<file path="config.mk">
export PLATFORM = sky130hd
export DESIGN_NAME = cim_bank_write_ctrl
export DESIGN_NICKNAME = d
export VERILOG_FILES = /design/src/rtl/cim_ctrl_pkg.sv /design/src/rtl/cim_bank_write_ctrl.sv
export SDC_FILE = /design/constraint.sdc
export NUM_CORES = 1
export LEC_CHECK = 0
export BUFFER_PORTS_ARGS = -buffer_cell sky130_fd_sc_hd__clkbuf_2
export CELL_PAD_IN_SITES_DETAIL_PLACEMENT = 1
export CELL_PAD_IN_SITES_GLOBAL_PLACEMENT = 1
export CORE_AREA = 2 2 91 93
export CTS_CLUSTER_DIAMETER = 40
export DETAILED_ROUTE_END_ITERATION = 8
export DIE_AREA = 0 0 93 95
export GPL_TIMING_DRIVEN = 1
export PLACE_DENSITY_LB_ADDON = 0.1
export SYNTH_ARGS = -nofsm -noshare
export SYNTH_HDL_FRONTEND = slang
export SYNTH_SLANG_ARGS = --single-unit
export TNS_END_PERCENT = 1
</file>
<file path="constraint.sdc">
create_clock -name clk -period 2 [get_ports clk]
set_input_delay 0.3 -clock clk [delete_from_list [all_inputs] [get_ports clk]]
set_output_delay 0.3 -clock clk [all_outputs]
set_load 0.02 [all_outputs]
</file>
<file path="src/rtl/cim_ctrl_pkg.sv">
// Shared definitions for the CIM macro array controllers.
//   - cim_wr_state_e : write-sequencer states (idle / setup / write pulse / hold)
//   - CIM_DATA_W     : default weight data word width
//   - CIM_ADDR_W     : default per-bank word address width
package cim_ctrl_pkg;

    localparam int CIM_DATA_W = 24;
    localparam int CIM_ADDR_W = 8;

    typedef enum logic [1:0] {
        CIM_WR_IDLE  = 2'd0,
        CIM_WR_SETUP = 2'd1,
        CIM_WR_WRITE = 2'd2,
        CIM_WR_HOLD  = 2'd3
    } cim_wr_state_e;

endpackage

</file>
<file path="src/rtl/cim_bank_write_ctrl.sv">
// Sequenced write controller for the CIM weight banks.
// Accepts one write request at a time (valid/ready), registers it, then drives
// the target bank(s) through setup / write-pulse / hold.
// Ports:
//   clk, rst          : clock, synchronous active-high reset
//   in_valid/in_ready : request handshake
//   in_data, in_addr  : word and word address to write
//   in_bank, in_bcast : target bank, or all banks when in_bcast is set
//   D1                : data bus shared by all banks
//   WA                : per-bank address, bank k at [k*ADDR_W +: ADDR_W]
//   WE                : per-bank write enable
//   busy              : a write sequence is in progress
//   err, err_clr      : sticky out-of-range bank flag and its clear
module cim_bank_write_ctrl
    import cim_ctrl_pkg::*;
#(
    parameter int DATA_W    = CIM_DATA_W,
    parameter int ADDR_W    = CIM_ADDR_W,
    parameter int NUM_BANKS = 2,
    parameter int BANK_W    = $clog2(NUM_BANKS),  // derived; leave at default
    parameter int WR_CYCLES = 1
)(
    input  logic                        clk,
    input  logic                        rst,
    input  logic                        in_valid,
    output logic                        in_ready,
    input  logic [DATA_W-1:0]           in_data,
    input  logic [ADDR_W-1:0]           in_addr,
    input  logic [BANK_W-1:0]           in_bank,
    input  logic                        in_bcast,
    output logic [DATA_W-1:0]           D1,
    output logic [NUM_BANKS*ADDR_W-1:0] WA,
    output logic [NUM_BANKS-1:0]        WE,
    output logic                        busy,
    output logic                        err,
    input  logic                        err_clr
);

    localparam int CNT_W = $clog2(WR_CYCLES + 1);
    localparam logic [CNT_W-1:0] CNT_LOAD = CNT_W'(WR_CYCLES - 1);

    cim_wr_state_e state_q, state_d;
    logic [CNT_W-1:0]            cnt_q, cnt_d;
    logic [DATA_W-1:0]           data_q;
    logic [ADDR_W-1:0]           addr_q;
    logic [NUM_BANKS-1:0]        mask_q;
    logic [NUM_BANKS-1:0]        req_mask;
    logic [NUM_BANKS*ADDR_W-1:0] wa_sel;
    logic                        accept;
    logic                        out_of_range;
    logic                        take;

    assign in_ready = (state_q == CIM_WR_IDLE) && !rst;
    assign accept   = in_valid && in_ready;

    // A request naming a non-existent bank still completes its handshake,
    // but it is dropped here and only reported through err.
    assign out_of_range = !in_bcast && (32'(in_bank) >= 32'(NUM_BANKS));
    assign take         = accept && !out_of_range;
    assign req_mask     = in_bcast ? {NUM_BANKS{1'b1}}
                                   : (NUM_BANKS'(1) << in_bank);

    // Address fan-out: only banks in the captured mask see the address.
    for (genvar k = 0; k < NUM_BANKS; k++) begin : g_wa
        assign wa_sel[k*ADDR_W +: ADDR_W] = mask_q[k] ? addr_q : '0;
    end

    always_ff @(posedge clk) begin
        if (rst) begin
            state_q <= CIM_WR_IDLE;
            cnt_q   <= '0;
        end else begin
            state_q <= state_d;
            cnt_q   <= cnt_d;
        end
    end

    always_comb begin
        state_d = state_q;
        cnt_d   = cnt_q;
        case (state_q)
            CIM_WR_IDLE: begin
                if (take) state_d = CIM_WR_SETUP;
            end
            CIM_WR_SETUP: begin
                cnt_d   = CNT_LOAD;
                state_d = CIM_WR_WRITE;
            end
            CIM_WR_WRITE: begin
                if (cnt_q == '0) state_d = CIM_WR_HOLD;
                else             cnt_d   = cnt_q - CNT_W'(1);
            end
            CIM_WR_HOLD: begin
                state_d = CIM_WR_IDLE;
            end
            default: state_d = CIM_WR_IDLE;
        endcase
    end

    always_ff @(posedge clk) begin
        if (take) begin
            data_q <= in_data;
            addr_q <= in_addr;
            mask_q <= req_mask;
        end
    end

    // Bank-side outputs are registered from the current state, so they trail
    // the state register by one cycle: D1/WA settle a cycle before WE rises
    // and remain a cycle after it falls.
    always_ff @(posedge clk) begin
        if (rst) begin
            D1   <= '0;
            WA   <= '0;
            WE   <= '0;
            busy <= 1'b0;
            err  <= 1'b0;
        end else begin
            busy <= (state_d != CIM_WR_IDLE);
            if (accept && out_of_range) err <= 1'b1;  // set beats clear
            else if (err_clr)           err <= 1'b0;
            case (state_q)
                CIM_WR_IDLE: begin
                    WA <= '0;
                    WE <= '0;
                end
                CIM_WR_SETUP: begin
                    D1 <= data_q;
                    WA <= wa_sel;
                    WE <= '0;
                end
                CIM_WR_WRITE: WE <= mask_q;
                CIM_WR_HOLD:  WE <= '0;
                default:      WE <= '0;
            endcase
        end
    end

endmodule

</file>
=== After elaboration in Yosys (flattened, before gate mapping) ===
Index checks and enable logic that the tools add are counted.

* Reductions and logical operators: 8
* Equal/unequal tests: 3
* Shift-type cells: 1
* Muxes and demuxes: 9
* Add/sub/neg operators: 1

{| class="wikitable"
|+ Operators by type and width
! kind !! number
|-
| case mux 16 bit (2 select lines) || 1
|-
| two-way mux 8 bit || 2
|-
| case mux 2 bit (4 select lines) || 1
|-
| nonzero test 2 bit || 3
|-
| == test 2 bit (second input constant) || 2
|-
| two-way mux 2 bit || 2
|-
| case mux 2 bit (2 select lines) || 1
|-
| OR reduction 3 bit || 1
|-
| == test 2 x 1 -> 1 bit (second input constant) || 1
|-
| logical AND 1 bit || 2
|-
| logical NOT 2 bit || 1
|-
| case mux 1 bit (2 select lines) || 1
|-
| << shifter 1 x 1 -> 2 bit (first input constant) || 1
|-
| logical NOT 1 bit || 1
|-
| two-way mux 1 bit || 1
|-
| subtractor 1 bit (second input constant) || 1
|}

* Bits of input ports: 38
* Output and inout bits: 45
* Bits in registers: 80

=== Logic depth before layout (Yosys ltp) ===
Gate-level depths: netlist (run 1).

* Depth in word-level cells: 6
* Depth in mapped cells: 6

=== Worst setup path after synthesis (run 1) ===
Ideal clock, no wire load.

* Path type: register to register
* Start point: reg state_q[0]
* End point: reg addr_q[0] (enable)
* Library setup time: 394 ps
* Clock period less this slack: 2450 ps
* Cell stages (with the launch flop): 6
* Path slack: -450 ps
* Path buffers: 1
* Required time: 1606 ps
* Data arrival time: 2055 ps
* Cell sequence: dfxtp_1 -> inv_1 -> ha_1 -> buf_2 -> nor2b_1 -> and2_1

* Longest elaborated chain between the ends: 3

{| class="wikitable"
|+ Ends and longest elaborated chain
! what !! line !! RTL
|-
| from (decl) || cim_bank_write_ctrl.sv:42 || <nowiki>cim_wr_state_e state_q, state_d;</nowiki>
|-
| from (signal assigned) || cim_bank_write_ctrl.sv:73 || <nowiki>state_q <= state_d;</nowiki>
|-
| logical NOT 2 bit || cim_bank_write_ctrl.sv:53 || <nowiki>assign in_ready = (state_q == CIM_WR_IDLE) && !rst;</nowiki>
|-
| logical AND 1 bit || cim_bank_write_ctrl.sv:53 ||
|-
| via in_ready || cim_bank_write_ctrl.sv:26 || <nowiki>output logic in_ready,</nowiki>
|-
| logical AND 1 bit || cim_bank_write_ctrl.sv:54 || <nowiki>assign accept = in_valid && in_ready;</nowiki>
|-
| via accept || cim_bank_write_ctrl.sv:49 || <nowiki>logic accept;</nowiki>
|-
| to (signal assigned) || cim_bank_write_ctrl.sv:103 || <nowiki>addr_q <= in_addr;</nowiki>
|-
| to (decl) || cim_bank_write_ctrl.sv:45 || <nowiki>logic [ADDR_W-1:0] addr_q;</nowiki>
|}

The timed path passes the listed nets, and every way through them passes these cells.
A chain may end at the register's enable or synchronous reset.

=== Worst setup path in the final report (run 1) ===
* Start point: reg state_q[0]
* End point: reg data_q[16] (enable)

* Longest elaborated chain between the ends: 3

{| class="wikitable"
|+ Ends and longest elaborated chain
! what !! line !! RTL
|-
| logical NOT 2 bit || cim_bank_write_ctrl.sv:53 ||
|-
| logical AND 1 bit || cim_bank_write_ctrl.sv:53 ||
|-
| logical AND 1 bit || cim_bank_write_ctrl.sv:54 ||
|-
| via accept || cim_bank_write_ctrl.sv:49 ||
|-
| to (signal assigned) || cim_bank_write_ctrl.sv:102 || <nowiki>data_q <= in_data;</nowiki>
|-
| to (decl) || cim_bank_write_ctrl.sv:44 || <nowiki>logic [DATA_W-1:0] data_q;</nowiki>
|}

The timed path passes the listed nets, and every way through them passes these cells.

==> results_dict.tcl, run 1 <==
set metrics [dict create \
    clock.fmax_mhz 593 \
    antenna_left 0 \
    hold_path.class "input pin to flop" \
    cts_made_buffers 9 \
    tritoncts "done" \
    period_needed_ns 1.69 \
    peakVddDrop_mv 0.516 \
    crit_arrival_ns 1.67 \
    r2r_cells 4 \
    netlist.top_cell.by_area "edfxtp_1" \
    grt_overflow 0 \
    synth-seq-area-share_pct 69.0 \
    final_nets 333 \
    grt_pass1_wl_um 9470 \
    cts_root_buffer "clkbuf_8" \
    start_kind "flop" \
    areaGrowthSynthToFinish_pct 24.0 \
    drive_above_1_share_pct 34.8 \
    grt_pass1_vias 1917 \
    cp.required_ns 1.98 \
    relSlewSlack_pct 66.4 \
    die_w_um 93 \
    die-area_sq_um 8840 \
    drtIter0Drc 59 \
    setup_tns_ns 0 \
    ctsHoldBuffers 0 \
    crit_type "flop to flop" \
    cellPowerDensity_nw_per_um2 1290 \
    syn_area_per_cell_sq_um 13.1 \
    h-tree-depth 3 \
    slew_viol_final 0 \
    clk_path_buf_depth 2 \
    hpwl_um 3910 \
    synth.distinct_cells 25 \
    drc 0 \
    setup_viol 0 \
    syn_nets 254 \
    clk_pin_slew_worst_paths_ns 0.08 \
    grt_max_degree 45 \
    grt.total_usage_pct 14.2 \
    ys_ff_latch 79 \
    synth_cells 212 \
    synth.cell_area_sq_um 2790 \
    port_buffers 80 \
    postRouteWirelength_um 5930 \
    die_y_um 95 \
    crit_fanout 34 \
    wl_per_cell_um 14.8 \
    critPathCaptureType "flop" \
    p_leak_nw 1.37 \
    core.rowCount 33 \
    insertion_delay_ns 0.34 \
    holdWs_ns 0.128 \
    finalCritPeriodShare_pct 84.4 \
    rsz0062_at_grt "false" \
    skew_ns 0.00872 \
    start_util_pct 35.1 \
    grt_antenna_before_repair 0 \
    ctsResizeCount 0 \
    postCtsSetupBuffers 0 \
    holdPathStages 1 \
    ys_top_cells_by_area "edfxtp_1 (37%), dfxtp_1 (32%), mux2i_1 (8.6%)" \
    nFillCells 892 \
    avgViaCountPerCell 4.54 \
    synth_warnings 0 \
    final_cell_mix "clkbuf_2 (80), dfxtp_1 (45), edfxtp_1 (34)" \
    final_common_cell "clkbuf_2" \
    cts_sinks 79 \
    ioPinCount 83 \
    place.gp.congestion 0.637 \
    hold_viol 0 \
    dr_total_vias 1822 \
    coreArea_sq_um 7930 \
    max_cap_viol_count 0 \
    synth_top_area_share_pct 36.7 \
    seq_area_sq_um 1920 \
    worstMarginPinSlew_ns 0.504 \
    diodes 0 \
    firstDrtPassIters 4 \
    multiInputGateArea_sq_um 772 \
    status "completed" \
]
==> registers in the layout, indices dropped and copies added, names as in the netlist <==
name / count
busy: 1
mask_q: 2
data_q: 24
WE: 2
D1: 24
WA: 16
addr_q: 8
state_q: 2
==> per-layer routing <==
metal | wire length (um) | part of all wire, % | up-vias | track usage, %
met5 | 0 | 0 | - | 0
met4 | 99 | 1.7 | 0 | 6.62
met3 | 303 | 5.1 | 11 | 3.67
met2 | 2910 | 49 | 48 | 23.9
met1 | 2610 | 44 | 862 | 17.0
li1 | - | - | 901 | -
==> final timing paths <==
kind	startpoint	to	slack, ns
setup / recovery	state_q[0]	data_q[16]	0.31
setup reg to reg	state_q[0]	data_q[16]	0.31
hold / removal	in_addr[1]	addr_q[1]	0.13
hold reg to reg	data_q[4]	D1[4]	0.48
==> kinds of logic (layout without fill, tap and decap cells) <==
| logic type | count (synthesis) | after routing | share of synthesized area [%] |
|---|---|---|---|
| AOI/OAI and AO/OA | 18 | 18 | 3.46 |
| other | 1 | 1 | 0.135 |
| adders and majority gates | 4 | 4 | 1.80 |
| DFF | 79 | 79 | 69.0 |
| buffers and inverters | 18 | 102 | 3.46 |
| muxes | 24 | 24 | 8.63 |
| and+or+nand+nor | 68 | 68 | 13.5 |
==> metrics by stage <==
stage	utilization [%]	std cells	setup slack [ns]	area (sq um)	total power [mW]
6_report	43.6	401	0.312	3450	4.45
5_1_grt	43.6	401	0.216	3450	4.73
4_1_cts	43.6	401	0.295	3450	4.53
3_5_place_dp	41.5	385	0.323	3290	3.50
3_3_place_gp	41.5	385	0.345	3290	3.48
2_1_floorplan	-	212	0.0776	2790	3.06
==> cell usage after synthesis <==
library cell	instances
nor2b_1	2
dfxtp_1	45
nand3_1	16
a311oi_1	1
buf_4	4
edfxtp_1	34
a211oi_1	1
or2_2	1
clkbuf_2	1
and2_1	3
a21oi_1	16
nor4_1	1
conb_1	1
nand2b_1	1
or3b_1	15
buf_2	4
or3b_2	1
clkbuf_1	4
inv_1	2
nor3_1	1
buf_6	1
ha_1	4
buf_1	2
mux2i_1	24
nor2_1	27
==> power breakdown <==
| part | switching, mW | internal (mW) |
|---|---|---|
| combinational | 0.815 | 0.514 |
| clock | 0.578 | 0.444 |
| sequential | 0.128 | 1.97 |
==> critical path: stages, from the launching register on <==
cell and delay, ns:
dfxtp_1 0.35, inv_1 0.12, ha_1 0.18, nor2b_1 0.17
and2_4 0.48
==> final cells by class <==
type	instances	area share (%)
clock inverters	6	1.09
repair buffers	84	13.2
inverters	2	0.217
multi-input cells	115	22.4
flip-flops and latches	79	55.7
well taps	105	3.80
clock buffers	10	3.70
Note: power is estimated with default switching activity, not from simulation.
==> inputs of run 2 (changes only) <==
Settings changed: ABC_AREA from default to 1, CORE_AREA 2 2 91 93 to 2 2 92 94, DIE_AREA 0 0 93 95 to 0 0 94 96.
Clock period 2 ns to 1.44 ns, I/O delays scaled along.
==> run 2 against run 1 <==
First-iteration DRC count is 5.1% lower. Clock power up 39%. Combinational power is 67% higher. Critical path depth increased by 1. Power grew 51%. Sequential power increased by 47%. Design area increased by 2.5%. Critical path type is now flop to output pin. Critical endpoint is now in_ready.
==> results_dict.tcl, run 2 <==
set metrics [dict create \
    crit_arrival_ns 1.21 \
    synth_common_cells "nor2_1 (49), dfxtp_1 (45), edfxtp_1 (34)" \
    synth_cells 245 \
    grt_max_degree 26 \
    fin_util_pct 43.9 \
    yosysMostFrequentCell "nor2_1" \
    setup_tns_ns 0 \
    die_w_um 94 \
    critPathBufInv 3 \
    setup_viol 0 \
    diodes 0 \
    avgViaCountPerCell 4.40 \
    synth_top_area_share_pct 37.1 \
    slew_viol_final 0 \
    drive_above_1_share_pct 37.7 \
    finalWorstSetupSlack_ns 0.0186 \
    crit_chain "inv_2 -> ha_4 -> inv_4 -> nor2_4 -> clkbuf_8" \
    syn_nets 287 \
    placed_cell_area_sq_um 3340 \
    postRouteWirelength_um 6170 \
    critPathCaptureType "output pin" \
    stdcell_area_sq_um 3540 \
    clk_pin_slew_worst_paths_ns 0.09 \
    rsz0062_at_grt "true" \
    clk_path_buf_depth 2 \
    final_common_cell "clkbuf_2" \
    synth_edf_count 34 \
    status "completed" \
    drtIter0Drc 56 \
    grt.total_usage_pct 14.7 \
    dr_total_vias 1967 \
    p_clk_share_pct 21.1 \
    cts_sinks 79 \
    grt_overflow 0 \
    cellPowerDensity_nw_per_um2 1900 \
    peakVddDrop_mv 0.890 \
    synth_warnings 0 \
    drc 0 \
    intPower_mw 4.25 \
    synth-seq-area-share_pct 69.8 \
    final_nets 379 \
    h-tree-depth 3 \
    hold_path.class "input pin to flop" \
    crit_path_top_delay_cell "dfxtp_2" \
    crit_fanout 3 \
    start_util_pct 34.2 \
    final_cell_mix "clkbuf_2 (79), nor2_1 (48), dfxtp_1 (43)" \
    cpPeakStageDelay_ns 0.34 \
    cp.required_ns 1.22 \
    cts_root_buffer "clkbuf_8" \
    insertion_delay_ns 0.34 \
    critPathTopFamily "flip-flops" \
    core.rowCount 33 \
    place.gp.congestion 0.685 \
    grt_antenna_before_repair 0 \
    wl_per_cell_um 13.8 \
    p_leak_nw 1.53 \
    reg2reg_slack_ns 0.03 \
    coreArea_sq_um 8050 \
    die_y_um 96 \
    dpl.cell_count 428 \
    holdWs_ns 0.0434 \
    clock.fmax_mhz 704 \
    hpwl_um 4240 \
    power_mw 6.72 \
    port_buffers 80 \
    synth_ff_type "dfxtp_1" \
    ys_top_cells_by_area "edfxtp_1 (37%), dfxtp_1 (33%), nor2_1 (6.7%)" \
    dpl_worst_slack_ns 0.00343 \
    tritoncts "done" \
    period_needed_ns 1.42 \
    wirelength_met1_um 2790 \
    wl_met3_um 301 \
    seq_power_share_pct 45.9 \
    p_sw_share_pct 36.8 \
    grt_pass1_wl_um 10000 \
    synth.distinct_cells 20 \
    netlist.top_cell.by_area "edfxtp_1" \
    reg.largest.list "D1 (24), data_q (24), WA (16)" \
    ys_ff_latch 79 \
    start_kind "flop" \
    crit_type "flop to output pin" \
    firstDrtPassIters 4 \
    ys_async_sr_fraction_pct 0 \
    grt_pass1_vias 2108 \
    skew_ns 0.0120 \
    p_switching_mw 2.47 \
    max_cap_viol_count 0 \
    dr_wl_met2_um 3000 \
    areaGrowthSynthToFinish_pct 28.4 \
    synth.cell_area_sq_um 2760 \
    ioPinCount 83 \
    syn_area_per_cell_sq_um 11.2 \
    layoutNonFillerInstCount 447 \
    antenna_left 0 \
    comb_power_share_pct 33.0 \
    hold_viol 0 \
    finalCritPeriodShare_pct 98.7 \
    top_layer "met4" \
    cts_made_buffers 9 \
    die-area_sq_um 9020 \
]
==> run 2: cell count changes after synthesis, moves of 3 or more <==
cell / before / now
mux2i_1: 24 / 0
o21ai_0: 0 / 29
o21ai_1: 0 / 3
nand2_1: 0 / 9
a21oi_1: 16 / 0
o21ai_2: 0 / 8
clkbuf_1: 4 / 0
nor2_1: 27 / 49
and2_1: 3 / 0
inv_1: 2 / 28
or3b_1: 15 / 0
==> run 2: logic make-up after synthesis <==
| group | share of synthesized area (%) |
|---|---|
| buf+inv | 7.17 |
| flops | 69.8 |
| simple gates | 12.8 |
| compound gates | 8.36 |
| other cells | 0.136 |
| fa+ha+maj | 1.82 |
==> run 2: power by group through the flow <==
stage               Sequential [mW]  Clock [mW]  Combinational, mW
floorplan                      3.52           0               1.01
finish                         3.08        1.42               2.22
global route                   3.14        1.60               2.47
detailed placement             3.14           0               2.18
CTS                            3.09        1.48               2.27
global placement               3.12           0               2.13
==> run 2: per-layer routing <==
metal	up-vias	GRT usage [%]
met5	-	0
met4	0	6.16
met3	7	3.84
met2	51	24.8
met1	927	18.0
li1	982	-
==> run 2: what timing repair did <==
item                                    in CTS  in global routing
pin swaps                                    2                  1
hold buffers                                 0                  0
endpoints found under the setup margin      27                 74
buffers inserted                             3                  0
gates resized for setup                      2                  2
==> run 2: final cells by class <==
| type | count | area [sq um] |
|---|---|---|
| clock buffer | 11 | 131 |
| clock inverter | 5 | 35.0 |
| fill | 924 | 4510 |
| inverter | 30 | 131 |
| multi-input combinational | 125 | 661 |
| sequential | 79 | 1920 |
| tap | 105 | 131 |
| timing repair buffer | 92 | 524 |
==> run 2: worst paths after layout <==
path | start | endpoint | depth (start not counted)
worst max register to register | state_q[0] | data_q[8] | 7
worst max-delay path | state_q[0] | in_ready | 5
worst min register to register | WA[8] | WA[8] | 2
worst min-delay path | in_data[15] | data_q[15] | 1
